==> config.mk <==
export PLATFORM = sky130hd
export DESIGN_NAME = rf_write_queue_flat
export DESIGN_NICKNAME = d
export VERILOG_FILES = /design/src/rtl/rf_pkg.sv /design/src/rtl/rf_write_queue_if.sv /design/src/rtl/wb_fifo.sv /design/src/rtl/rf_write_queue.sv /design/src/flat_wrapper.sv
export SDC_FILE = /design/constraint.sdc
export NUM_CORES = 1
export LEC_CHECK = 0
export BUFFER_PORTS_ARGS = -buffer_cell sky130_fd_sc_hd__buf_2
export CAP_MARGIN = 0
export CORE_MARGIN = 3
export CORE_UTILIZATION = 29
export DETAILED_ROUTE_END_ITERATION = 12
export REMOVE_ABC_BUFFERS = 1
export SYNTH_ARGS = -nofsm -noshare
export SYNTH_HDL_FRONTEND = slang
export SYNTH_SLANG_ARGS = --single-unit
==> constraint.sdc <==
create_clock -name clk -period 12.9 [get_ports clk]
set_input_delay 1.29 -clock clk [delete_from_list [all_inputs] [get_ports clk]]
set_output_delay 1.29 -clock clk [all_outputs]
set_load 0.02 [all_outputs]
==> src/rtl/rf_pkg.sv <==
// rf_pkg: shared widths and write-back entry type for the register-file write queue
// Exports DATA_W, ADDR_W, NUM_REGS and wb_entry_t {rd, data}
package rf_pkg;
    localparam int DATA_W   = 32;
    localparam int ADDR_W   = 5;
    localparam int NUM_REGS = 2 ** ADDR_W;
    typedef struct packed {
        logic [ADDR_W-1:0] rd;
        logic [DATA_W-1:0] data;
    } wb_entry_t;
endpackage

==> src/rtl/rf_write_queue_if.sv <==
// rf_write_queue_if: producer handshakes, register-file write port and forwarding lookups
// master: producers/decode side (drives valids, stall, lookup addresses)
// slave: rf_write_queue (drives readies, RegWrite/WriteRegister/WriteData, fwd, busy)
interface rf_write_queue_if #(
    parameter int DATA_W = rf_pkg::DATA_W,
    parameter int ADDR_W = rf_pkg::ADDR_W
);
    logic                 ld_valid;
    logic [ADDR_W-1:0]    ld_rd;
    logic [DATA_W-1:0]    ld_data;
    logic                 ld_ready;
    logic                 alu_valid;
    logic [ADDR_W-1:0]    alu_rd;
    logic [DATA_W-1:0]    alu_data;
    logic                 alu_ready;
    logic                 wb_stall;
    logic                 RegWrite;
    logic [ADDR_W-1:0]    WriteRegister;
    logic [DATA_W-1:0]    WriteData;
    logic [ADDR_W-1:0]    rs1_addr;
    logic [ADDR_W-1:0]    rs2_addr;
    logic                 fwd1_hit;
    logic [DATA_W-1:0]    fwd1_data;
    logic                 fwd2_hit;
    logic [DATA_W-1:0]    fwd2_data;
    logic [2**ADDR_W-1:0] busy;
    modport master (
        output ld_valid, ld_rd, ld_data, alu_valid, alu_rd, alu_data, wb_stall, rs1_addr, rs2_addr,
        input  ld_ready, alu_ready, RegWrite, WriteRegister, WriteData,
               fwd1_hit, fwd1_data, fwd2_hit, fwd2_data, busy
    );
    modport slave (
        input  ld_valid, ld_rd, ld_data, alu_valid, alu_rd, alu_data, wb_stall, rs1_addr, rs2_addr,
        output ld_ready, alu_ready, RegWrite, WriteRegister, WriteData,
               fwd1_hit, fwd1_data, fwd2_hit, fwd2_data, busy
    );
endinterface

==> src/rtl/wb_fifo.sv <==
// wb_fifo: in-order write-back FIFO exposing every slot and its valid mask
// clk, rst: clock, async active-high reset
// push/din_rd/din_data: enqueue; pop: dequeue head (caller guarantees legality)
// rd_mem/data_mem/valid: all slots for matching; rd_ptr: head index; count: occupancy 0..DEPTH
module wb_fifo #(
    parameter int DATA_W = rf_pkg::DATA_W,
    parameter int ADDR_W = rf_pkg::ADDR_W,
    parameter int DEPTH  = 4,
    localparam int PW    = $clog2(DEPTH),
    localparam int CW    = $clog2(DEPTH) + 1
) (
    input  logic              clk,
    input  logic              rst,
    input  logic              push,
    input  logic              pop,
    input  logic [ADDR_W-1:0] din_rd,
    input  logic [DATA_W-1:0] din_data,
    output logic [ADDR_W-1:0] rd_mem [DEPTH],
    output logic [DATA_W-1:0] data_mem [DEPTH],
    output logic [DEPTH-1:0]  valid,
    output logic [PW-1:0]     rd_ptr,
    output logic [CW-1:0]     count
);
    logic [PW-1:0] wr_ptr;
    always_ff @(posedge clk or posedge rst) begin
        if (rst) begin
            wr_ptr <= '0;
            rd_ptr <= '0;
            count  <= '0;
        end else begin
            if (push) wr_ptr <= wr_ptr + PW'(1);
            if (pop) rd_ptr <= rd_ptr + PW'(1);
            count <= count + CW'(push) - CW'(pop);
        end
    end
    always_ff @(posedge clk) begin
        if (push) begin
            rd_mem[wr_ptr]   <= din_rd;
            data_mem[wr_ptr] <= din_data;
        end
    end
    // a slot is live when its age relative to the head is below the occupancy
    always_comb begin
        valid = '0;
        for (int i = 0; i < DEPTH; i++) valid[i] = {1'b0, PW'(i) - rd_ptr} < count;
    end
endmodule

==> src/rtl/rf_write_queue.sv <==
// rf_write_queue: arbitrates ALU/load results into a FIFO and drives the register-file write port
// clk, rst: clock, async active-high reset
// bus.ld_*/alu_*: producer handshakes (load has priority); bus.wb_stall: block dequeue
// bus.RegWrite/WriteRegister/WriteData: registered write port
// bus.rs*_addr/fwd*_hit/fwd*_data: youngest-pending forwarding; bus.busy: pending-write bit per register
module rf_write_queue #(
    parameter int DATA_W = rf_pkg::DATA_W,
    parameter int ADDR_W = rf_pkg::ADDR_W,
    parameter int DEPTH  = 4
) (
    input logic clk,
    input logic rst,
    rf_write_queue_if.slave bus
);
    localparam int PW = $clog2(DEPTH);
    localparam int CW = $clog2(DEPTH) + 1;
    localparam int NUM_REGS = 2 ** ADDR_W;
    logic [ADDR_W-1:0]   rd_mem [DEPTH];
    logic [DATA_W-1:0]   data_mem [DEPTH];
    logic [DEPTH-1:0]    valid;
    logic [PW-1:0]       rd_ptr;
    logic [CW-1:0]       count;
    logic                pop, space, push;
    logic [ADDR_W-1:0]   in_rd;
    logic [DATA_W-1:0]   in_data;
    logic                reg_write;
    logic [ADDR_W-1:0]   write_register;
    logic [DATA_W-1:0]   write_data;
    logic [NUM_REGS-1:0] busy_v;
    assign pop           = (count != '0) && !bus.wb_stall;
    assign space         = (count < CW'(DEPTH)) || pop;
    assign bus.ld_ready  = space;
    assign bus.alu_ready = space && !bus.ld_valid;
    assign in_rd         = bus.ld_valid ? bus.ld_rd : bus.alu_rd;
    assign in_data       = bus.ld_valid ? bus.ld_data : bus.alu_data;
    // x0 results complete the handshake but are never stored
    assign push          = space && (bus.ld_valid || bus.alu_valid) && in_rd != '0;
    wb_fifo #(.DATA_W(DATA_W), .ADDR_W(ADDR_W), .DEPTH(DEPTH)) u_fifo (
        .clk(clk), .rst(rst), .push(push), .pop(pop), .din_rd(in_rd), .din_data(in_data),
        .rd_mem(rd_mem), .data_mem(data_mem), .valid(valid), .rd_ptr(rd_ptr), .count(count)
    );
    always_ff @(posedge clk or posedge rst) begin
        if (rst) begin
            reg_write      <= 1'b0;
            write_register <= '0;
            write_data     <= '0;
        end else begin
            reg_write <= pop;
            if (pop) begin
                write_register <= rd_mem[rd_ptr];
                write_data     <= data_mem[rd_ptr];
            end
        end
    end
    assign bus.RegWrite      = reg_write;
    assign bus.WriteRegister = write_register;
    assign bus.WriteData     = write_data;
    // oldest first so younger matches overwrite; the output stage is older than any queued entry
    function automatic logic [DATA_W:0] lookup(input logic [ADDR_W-1:0] a);
        logic              hit;
        logic [DATA_W-1:0] data;
        logic [PW-1:0]     idx;
        hit  = reg_write && write_register == a;
        data = write_data;
        for (int k = 0; k < DEPTH; k++) begin
            idx = rd_ptr + PW'(k);
            if (valid[idx] && rd_mem[idx] == a) begin
                hit  = 1'b1;
                data = data_mem[idx];
            end
        end
        hit = hit && a != '0;
        return {hit, hit ? data : '0};
    endfunction
    always_comb begin
        {bus.fwd1_hit, bus.fwd1_data} = lookup(bus.rs1_addr);
        {bus.fwd2_hit, bus.fwd2_data} = lookup(bus.rs2_addr);
    end
    always_comb begin
        busy_v = '0;
        if (reg_write) busy_v[write_register] = 1'b1;
        for (int k = 0; k < DEPTH; k++) if (valid[k]) busy_v[rd_mem[k]] = 1'b1;
        busy_v[0] = 1'b0;
    end
    assign bus.busy = busy_v;
endmodule

==> src/flat_wrapper.sv <==
// flat-port wrapper written by rule: the top's interface ports become plain ports
module rf_write_queue_flat 
#(
    parameter int DATA_W = rf_pkg::DATA_W,
    parameter int ADDR_W = rf_pkg::ADDR_W,
    parameter int DEPTH  = 4
)
  (clk, rst, bus_ld_valid, bus_ld_rd, bus_ld_data, bus_alu_valid, bus_alu_rd, bus_alu_data, bus_wb_stall, bus_rs1_addr, bus_rs2_addr, bus_ld_ready, bus_alu_ready, bus_RegWrite, bus_WriteRegister, bus_WriteData, bus_fwd1_hit, bus_fwd1_data, bus_fwd2_hit, bus_fwd2_data, bus_busy);
  rf_write_queue_if #(.DATA_W(DATA_W), .ADDR_W(ADDR_W)) bus_i ();
  input logic clk;
  input logic rst;
  input wire logic [$bits(bus_i.ld_valid)-1:0] bus_ld_valid;
  input wire logic [$bits(bus_i.ld_rd)-1:0] bus_ld_rd;
  input wire logic [$bits(bus_i.ld_data)-1:0] bus_ld_data;
  input wire logic [$bits(bus_i.alu_valid)-1:0] bus_alu_valid;
  input wire logic [$bits(bus_i.alu_rd)-1:0] bus_alu_rd;
  input wire logic [$bits(bus_i.alu_data)-1:0] bus_alu_data;
  input wire logic [$bits(bus_i.wb_stall)-1:0] bus_wb_stall;
  input wire logic [$bits(bus_i.rs1_addr)-1:0] bus_rs1_addr;
  input wire logic [$bits(bus_i.rs2_addr)-1:0] bus_rs2_addr;
  output wire logic [$bits(bus_i.ld_ready)-1:0] bus_ld_ready;
  output wire logic [$bits(bus_i.alu_ready)-1:0] bus_alu_ready;
  output wire logic [$bits(bus_i.RegWrite)-1:0] bus_RegWrite;
  output wire logic [$bits(bus_i.WriteRegister)-1:0] bus_WriteRegister;
  output wire logic [$bits(bus_i.WriteData)-1:0] bus_WriteData;
  output wire logic [$bits(bus_i.fwd1_hit)-1:0] bus_fwd1_hit;
  output wire logic [$bits(bus_i.fwd1_data)-1:0] bus_fwd1_data;
  output wire logic [$bits(bus_i.fwd2_hit)-1:0] bus_fwd2_hit;
  output wire logic [$bits(bus_i.fwd2_data)-1:0] bus_fwd2_data;
  output wire logic [$bits(bus_i.busy)-1:0] bus_busy;
  assign bus_i.ld_valid = bus_ld_valid;
  assign bus_i.ld_rd = bus_ld_rd;
  assign bus_i.ld_data = bus_ld_data;
  assign bus_i.alu_valid = bus_alu_valid;
  assign bus_i.alu_rd = bus_alu_rd;
  assign bus_i.alu_data = bus_alu_data;
  assign bus_i.wb_stall = bus_wb_stall;
  assign bus_i.rs1_addr = bus_rs1_addr;
  assign bus_i.rs2_addr = bus_rs2_addr;
  assign bus_ld_ready = bus_i.ld_ready;
  assign bus_alu_ready = bus_i.alu_ready;
  assign bus_RegWrite = bus_i.RegWrite;
  assign bus_WriteRegister = bus_i.WriteRegister;
  assign bus_WriteData = bus_i.WriteData;
  assign bus_fwd1_hit = bus_i.fwd1_hit;
  assign bus_fwd1_data = bus_i.fwd1_data;
  assign bus_fwd2_hit = bus_i.fwd2_hit;
  assign bus_fwd2_data = bus_i.fwd2_data;
  assign bus_busy = bus_i.busy;
  rf_write_queue #(.DATA_W(DATA_W), .ADDR_W(ADDR_W), .DEPTH(DEPTH)) u_core (.clk(clk), .rst(rst), .bus(bus_i));
endmodule
==> results.md, run 1 <==
Setup path:
- The type of the worst setup path is reg2out.
- The largest fanout of any net on the critical path is 58.
- For the worst setup path, the data arrival time is 6210 ps.
- The kind of start point of the critical path is a flop.
- The critical path capture point type is a primary output.
- The required time of the critical path is 11610 ps.

Synth:
- The mapped netlist covers 0.0156 mm².
- During synthesis, Yosys emitted a total of 0 warnings.
- The per-instance average area after synthesis is 9.70 µm².
- edfxtp_1 takes more of the synthesized area than any other cell.
- The synthesized netlist contains 66 unique library cells.
- The synthesized instance count is 1605.
- In this run, synthesis inferred 148 flip-flops with an integrated enable.
- The leading cell type by number of instances after synthesis is nand2_1.
- The share of the yosys chip area belonging to registers is 35.8%.
- The commonest cells after synthesis are nand2_1 (219), edfxtp_1 (148), nor2_1 (132).
- Counting flops with an async set or reset pin after synthesis yields a share of 23.3%.
- In the post-synthesis netlist, the biggest area contributors are edfxtp_1 (29%), mux4_2 (8.1%), dfrtp_1 (7.2%).
- The count of state elements after synthesis is 193.
- The flip-flop cell with the highest count after synthesis is edfxtp_1.
- The fraction of synthesized cell area taken by the top area cell type is 28.5%.

Pwr:
- Power spread over the standard cell area amounts to 267 mW/mm².
- The leakage power figure is 6.61 nW.
- The worst-case IR drop observed on VDD is 0.130 mV.

Drt:
- Routed signal wires occupy layers up through met4.
- In the routed design, unresolved DRC markers number 0.
- The via count is 13.9k.
- The detailed route wirelength on metal3 is 3920 µm.
- In this run, the number of DRC markers left after iteration 0 of detailed routing was 1544.
- The total wire length is 55000 µm.
- The count of nets left with antenna violations once routing finished came out at 0.
- The number of iterations in the first detailed-routing pass is 12.
- The met1 routed wirelength after detailed routing is 23100 µm.
- Summed over all nets, wire length on met2 after detailed routing comes to 26100 µm.
- The number of vias per cell is 5.79.
- The routed wirelength normalized by instance count is 22.9 µm.

Clocking:
- The later pin in the worst-skew pair is clocked with a latency of 460 ps.
- The CTS tree is yes.
- The cell sitting at the root of the clock tree is a clkbuf_16.
- The total number of H-tree levels is 4.
- The tree built by TritonCTS fans out to 193 sinks.
- The number of clock buffers added by TritonCTS is 17.
- The number of buffers inserted by post-CTS setup repair is 0.
- After clock tree synthesis, the clock-pin slew on the worst setup and hold paths is 70 ps.
- The number of buffers on the longest clock path is 2.
- The total of hold buffers inserted after clock tree synthesis is 0.
- In this run, post-CTS repair resized a total of 0 instances.

Timing:
- The slew at the pin closest to its max-slew limit is 1260 ps.
- The final setup violation count is 0.
- The setup total negative slack is 0 ps.
- The final hold violation count was 0.
- Static timing analysis puts the maximum clock frequency at 0.133 GHz.
- In this run the tightest slew margin relative to its limit is 15.4%.
- For the final database, setup skew stands at 10.3 ps.
- The final count of pins violating max slew is 0.
- The clock period minus worst slack is 7500 ps.
- The worst path uses 58.1% of the clock period.
- Setup repair after global routing left no endpoint under its margin.

Hold path:
- The path class of the tightest hold or removal check is reg2reg.

Floorplanning:
- The height of the die is 238 µm.
- Once the floorplan was initialized, standard cells occupied 29.5% of the core.
- The placeable core region is 0.0529 mm².
- The I/O pin count is 227.
- The number of standard-cell rows in the floorplan is 84.
- The die covers 0.0565 mm².
- In this run the horizontal extent of the chip is 238 µm.

Finish:
- In the final design database the tool counted 1806 nets.
- The share of the core filled with cells in the final layout is 33.3%.
- Of the cells placed in the final design, the portion with a size suffix greater than 1 is 27.3%.
- The number of antenna diodes in the final layout is 0.
- Compared with the post-synthesis result, the final layout area differs by 13.2%.
- Counting the fill cells in the layout gives 5320.

Global route:
- The first-pass GRT wire length is 82600 µm.
- After global routing the overflow that remains totals 0.
- The maximum number of pins on one net before global-route repair is 100.
- The initial antenna violation count came to 0.
- Global routing used 19.0% of the available tracks.
- The number of global-route vias before repair is 13.6k.

Outcome:
- The run finished with clean final reports.

Placed design:
- Detailed placement finished with a half-perimeter wire length of 37500 µm.
- The number of buffers added on ports is 225.
- Routability-driven placement finished with a final weighted congestion of 0.894.

Flow run:
- The number of maximum-capacitance constraint violations is 0.
## registers in the layout, summed over array words and instances, names as in the netlist
register,flops
u_core.u_fifo.count,3
u_core.u_fifo.wr_ptr,2
u_core.u_fifo.rd_mem,20
u_core.bus.WriteRegister,5
u_core.u_fifo.data_mem,128
u_core.bus.WriteData,32
u_core.bus.RegWrite,1
u_core.u_fifo.rd_ptr,2
## cells by family (layout without fill, tap and decap cells)
logic type | Yosys count | in the layout | synth area share [%]
simple gates | 518 | 518 | 14.8
xor+xnor | 57 | 57 | 3.21
fa+ha+maj | 11 | 11 | 0.932
buf+inv | 182 | 296 | 5.48
compound gates | 435 | 435 | 21.2
other cells | 1 | 1 | 0.0241
flops | 193 | 193 | 35.8
mux | 208 | 208 | 18.6
## per-layer routing
| layer | global-route usage, % | vias to the layer above |
|---|---|---|
| met5 | 0 | - |
| met4 | 7.98 | 0 |
| met3 | 3.55 | 106 |
| met2 | 31.4 | 626 |
| met1 | 24.4 | 6886 |
| li1 | - | 6320 |
## cell usage in the layout (no fill, tap or decap), types with 7 or more instances in the layout
cell	count
a21oi_1	50
a221o_1	23
a221oi_1	18
a221oi_2	10
a222oi_1	16
a22oi_1	20
a311oi_1	20
a311oi_2	21
and2_1	11
and3b_1	7
buf_2	225
buf_4	22
clkbuf_16	17
dfrtp_1	43
edfxtp_1	148
ha_1	10
inv_1	14
mux2_2	74
mux2i_1	77
mux4_2	56
nand2_1	217
nand3_1	27
nor2_1	131
nor2b_1	13
nor3_1	56
nor3b_1	13
o211ai_1	24
o21a_1	41
o21ai_0	119
o221ai_1	30
o31a_1	23
xnor2_1	38
xor2_1	19
## power breakdown
| group | internal (mW) | switching (mW) |
|---|---|---|
| Sequential | 0.878 | 0.258 |
| Clock | 0.319 | 0.252 |
| Combinational | 1.08 | 1.92 |
## layout make-up
cell class / count / area, µm² / area share, %
Timing Repair Buffer: 247 / 1290 / 7.32
Clock buffer: 19 / 453 / 2.57
Clock inverter: 13 / 176 / 1.00
Multi-Input combinational cell: 1230 / 9210 / 52.2
Tap cell: 688 / 861 / 4.88
Inverter: 17 / 65.1 / 0.369
Sequential cell: 193 / 5580 / 31.6
## final timing paths
path	endpoint	cells past startpoint	slack (ps)	from
worst max-delay path	bus_fwd2_data[22]	14	5400	u_core.u_fifo.rd_ptr[1]$_DFFE_PP0P_
worst min-delay path	u_core.bus.WriteData[23]$_DFFE_PP0P_	2	540	u_core.bus.WriteData[23]$_DFFE_PP0P_
worst max register to register	u_core.bus.WriteData[9]$_DFFE_PP0P_	5	9250	u_core.u_fifo.rd_ptr[1]$_DFFE_PP0P_
worst min register to register	u_core.bus.WriteData[23]$_DFFE_PP0P_	2	540	u_core.bus.WriteData[23]$_DFFE_PP0P_
max in group asynchronous	u_core.u_fifo.rd_ptr[0]$_DFFE_PP0P_	3	11260	rst
min in group asynchronous	u_core.u_fifo.wr_ptr[0]$_DFFE_PP0P_	3	1050	rst
## critical path: stages (launching register included)
cell and delay, ps:
dfrtp_4 790, inv_1 220, nand2_1 150, and2_1 170, inv_1 50, ha_1 290
nand2b_1 70, o22ai_1 620, a22oi_2 380, nand2_4 550, buf_4 590, o21ai_4 370
o31ai_2 1110, a311oi_1 100, buf_2 230
## stage by stage
step / hold slack, ps / area (µm²) / worst slack [ps] / power [mW] / std cells
after floorplan: 531 / 14800 / 1150 / 3.24 / 1440
after global placement: 504 / 17000 / 6120 / 4.08 / 2375
after detailed placement: 515 / 17000 / 6000 / 4.12 / 2375
after CTS: 536 / 17600 / 5470 / 4.71 / 2407
after global routing: 559 / 17600 / 5030 / 5.02 / 2407
final: 537 / 17600 / 5400 / 4.70 / 2407
Power figures use the tool's default switching activity.
==> inputs of run 2 (changes only) <==
- clock period: 12.9 -> 7 ns (I/O delays scaled with it)
==> run 2 against run 1 <==
Net effect:
- clock-buffer cell count decreased by 2
- critical path type unchanged
- die area unchanged
- via count increased by 1.2%
==> results.md, run 2 (synthesis gave the netlist of run 1 again) <==
Drt:
- The post-route DRC violation count is 0.
- The number of nets with antenna violations after routing is 0.
- The via count is 14.1k.
- The number of vias per cell is 5.85.
- The routed wirelength normalized by instance count is 22.9 µm.
- The first-iteration detailed-routing DRC count is 1398.
- The first detailed-routing pass ran for 6 iterations.
- The routed design has 55200 µm of wire.

Setup path:
- The worst reg2reg path depth is 8.
- The critical path capture point type is a primary output.
- Of all nets on the critical path, the largest fanout is 50.
- The kind of start point of the critical path is a flop.
- The required time of the critical path is 6300 ps.
- The data arrival time of the worst path is 5230 ps.
- The worst setup path is of the reg2out kind.

Finish:
- The number of antenna diodes in the final layout is 0.
- The layout has 5340 filler cells.
- The layout cell share with drive strength beyond 1 is 27.5%.
- For this run, the share of the core covered by cells in the final layout is 33.4%.
- More flip-flops sit in one register than any other, and that register is u_core.u_fifo.data_mem.
- The most frequent standard cell in the layout excluding fill and tap cells is buf_2.
- The area added between synthesis and finish is 13.4%.
- The layout net count is 1811.
- The top cell types in the final layout, fill and taps aside, are buf_2 (225), nand2_1 (217), edfxtp_1 (148).
- The register with the most flip-flops in the layout has 128 of them.

Timing:
- After routing, the total negative slack on setup checks comes to 0 ps.
- For the pin with the worst max-slew slack, the measured transition is 1150 ps.
- Setup repair after global routing left no endpoint under its margin.
- Between clock sinks in the finished design, the worst skew comes to 12.4 ps.
- The smallest setup slack after layout is 1070 ps.
- For the finished layout, the period the worst path requires is 5930 ps.
- The maximum frequency from static timing analysis is 0.169 GHz.
- The headroom to the max-slew limit is 23.4%.
- The final hold violation count is 0.
- Dividing the final minimum period by the clock period gives 84.7%.
- Setup violations remaining at the end of the flow were counted as 0.
- The final count of pins violating max slew is 0.

Clocking:
- Counting the buffers created by CTS gives 17.
- Clock-pin slew was measured on the worst setup and hold paths at 80 ps.
- The number of buffers on the longest clock path is 2.
- TritonCTS built the clock tree.
- CTS saw 193 sinks.
- The total number of H-tree levels is 4.
- The number of buffers inserted by post-CTS setup repair is 0.
- The number of gates resized after CTS was 0.
- Buffers inserted to repair hold after CTS numbered 0.
- At the later pin of the worst-skew pair, clock insertion delay measures 460 ps.
- The buffer cell driving the clock tree root is clkbuf_16.

Pwr:
- The worst-case IR drop observed on VDD is 0.347 mV.
- The switching fraction of total power is 51.8%.
- The part of the power in registers is 23.2%.
- The net switching power of the design is 4.47 mW.
- The areal power density over the cells is 489 mW/mm².
- The cell internal power dissipation is 4.16 mW.
- Of the total power, the clock network draws 11.8%.
- Combinational cells account for 65.0% of the total power.
- The total power is 8.63 mW.
- The leakage power figure is 6.64 nW.

Floorplanning:
- The area of the die is 0.0565 mm².
- The number of standard-cell rows in the floorplan is 84.
- The height of the die is 238 µm.
- The region available for standard cell placement spans 0.0529 mm².
- The floorplan step set the die width to 238 µm.
- The I/O pin count is 227.
- The initial core utilization is 29.5%.

Global route:
- The maximum number of pins on one net before global-route repair is 164.
- The total routing usage reported by global routing is 19.1%.
- The number of global-route vias before repair was 13.7k.
- The total overflow left after global routing is 0.
- The first global-routing pass estimated 83100 µm of wire.
- The initial antenna violation count is 0.

Placed design:
- The HPWL reported at the end of detailed placement is 37100 µm.
- Routability-driven placement finished with a final weighted congestion of 0.866.
- At the placement stage, the worst setup path has a slack of 1620 ps.
- During placement, the flow inserted port buffers numbering 225.

Flow run:
- The tool flagged a number of max-cap violations equal to 0.

Outcome:
- The run finished with clean final reports.

Hold path:
- The classification of the worst-slack hold path is in2async.
## run 2: cell count changes in the layout (fill, tap and decap cells not counted)
cell	before	now
clkbuf_8	2	0
clkinv_8	0	1
clkinvlp_4	5	1
clkinv_4	1	2
inv_8	2	3
bufinv_16	3	1
buf_4	22	25
inv_6	2	7
buf_12	0	2
## run 2: worst paths after layout
check / from / endpoint / slack [ps]
setup / recovery: u_core.u_fifo.rd_ptr[0]$_DFFE_PP0P_ / bus_fwd1_hit / 1070
hold / removal: rst / u_core.bus.WriteData[1]$_DFFE_PP0P_ / 470
setup reg to reg: u_core.u_fifo.count[2]$_DFF_PP0_ / u_core.u_fifo.count[2]$_DFF_PP0_ / 4120
hold reg to reg: u_core.bus.WriteData[1]$_DFFE_PP0P_ / u_core.bus.WriteData[1]$_DFFE_PP0P_ / 540
max in group asynchronous: rst / u_core.u_fifo.rd_ptr[0]$_DFFE_PP0P_ / 5910
min in group clk: u_core.bus.WriteData[1]$_DFFE_PP0P_ / u_core.bus.WriteData[1]$_DFFE_PP0P_ / 540
## run 2: critical path, cell delays in order (launching register included)
cell     delay (ps)
dfrtp_4         680
buf_4           680
mux4_1          710
xnor2_1         160
nand4_1         130
or2_2           870
nand3_1         340
o31ai_4         330
buf_4           400
inv_1           170
buf_2           200
## run 2: metrics by stage
step	instances	hold slack (ps)	area [µm²]
2_1_floorplan	1440	531	14800
3_3_place_gp	2380	506	17100
3_5_place_dp	2380	516	17100
4_1_cts	2412	456	17700
5_1_grt	2412	508	17700
6_report	2412	468	17700
## run 2: final cells by class
type | instances | area, µm² | area share, %
multi-input combinational | 1230 | 9210 | 52.1
tap | 688 | 861 | 4.88
sequential | 193 | 5580 | 31.6
inverter | 17 | 65.1 | 0.369
timing repair buffer | 252 | 1350 | 7.67
clock buffer | 17 | 425 | 2.41
clock inverter | 15 | 166 | 0.943
## run 2: metal layers
layer	track usage, %	part of all wire (%)	up-vias	wire length [µm]
li1	-	-	6350	-
met1	24.8	42	6986	23100
met2	32.1	48	677	26800
met3	2.80	6.7	99	3700
met4	7.65	2.9	0	1610
met5	0	0	-	0
## run 2: power by group through the flow
stage          Combinational, mW  Sequential [mW]  Clock [mW]
5_1_grt                     6.07             2.05        1.08
3_3_place_gp                5.50             1.99           0
3_5_place_dp                5.58             2.02           0
6_report                    5.61             2.00        1.01
2_1_floorplan               3.72             2.25           0
4_1_cts                     5.60             2.00        1.04
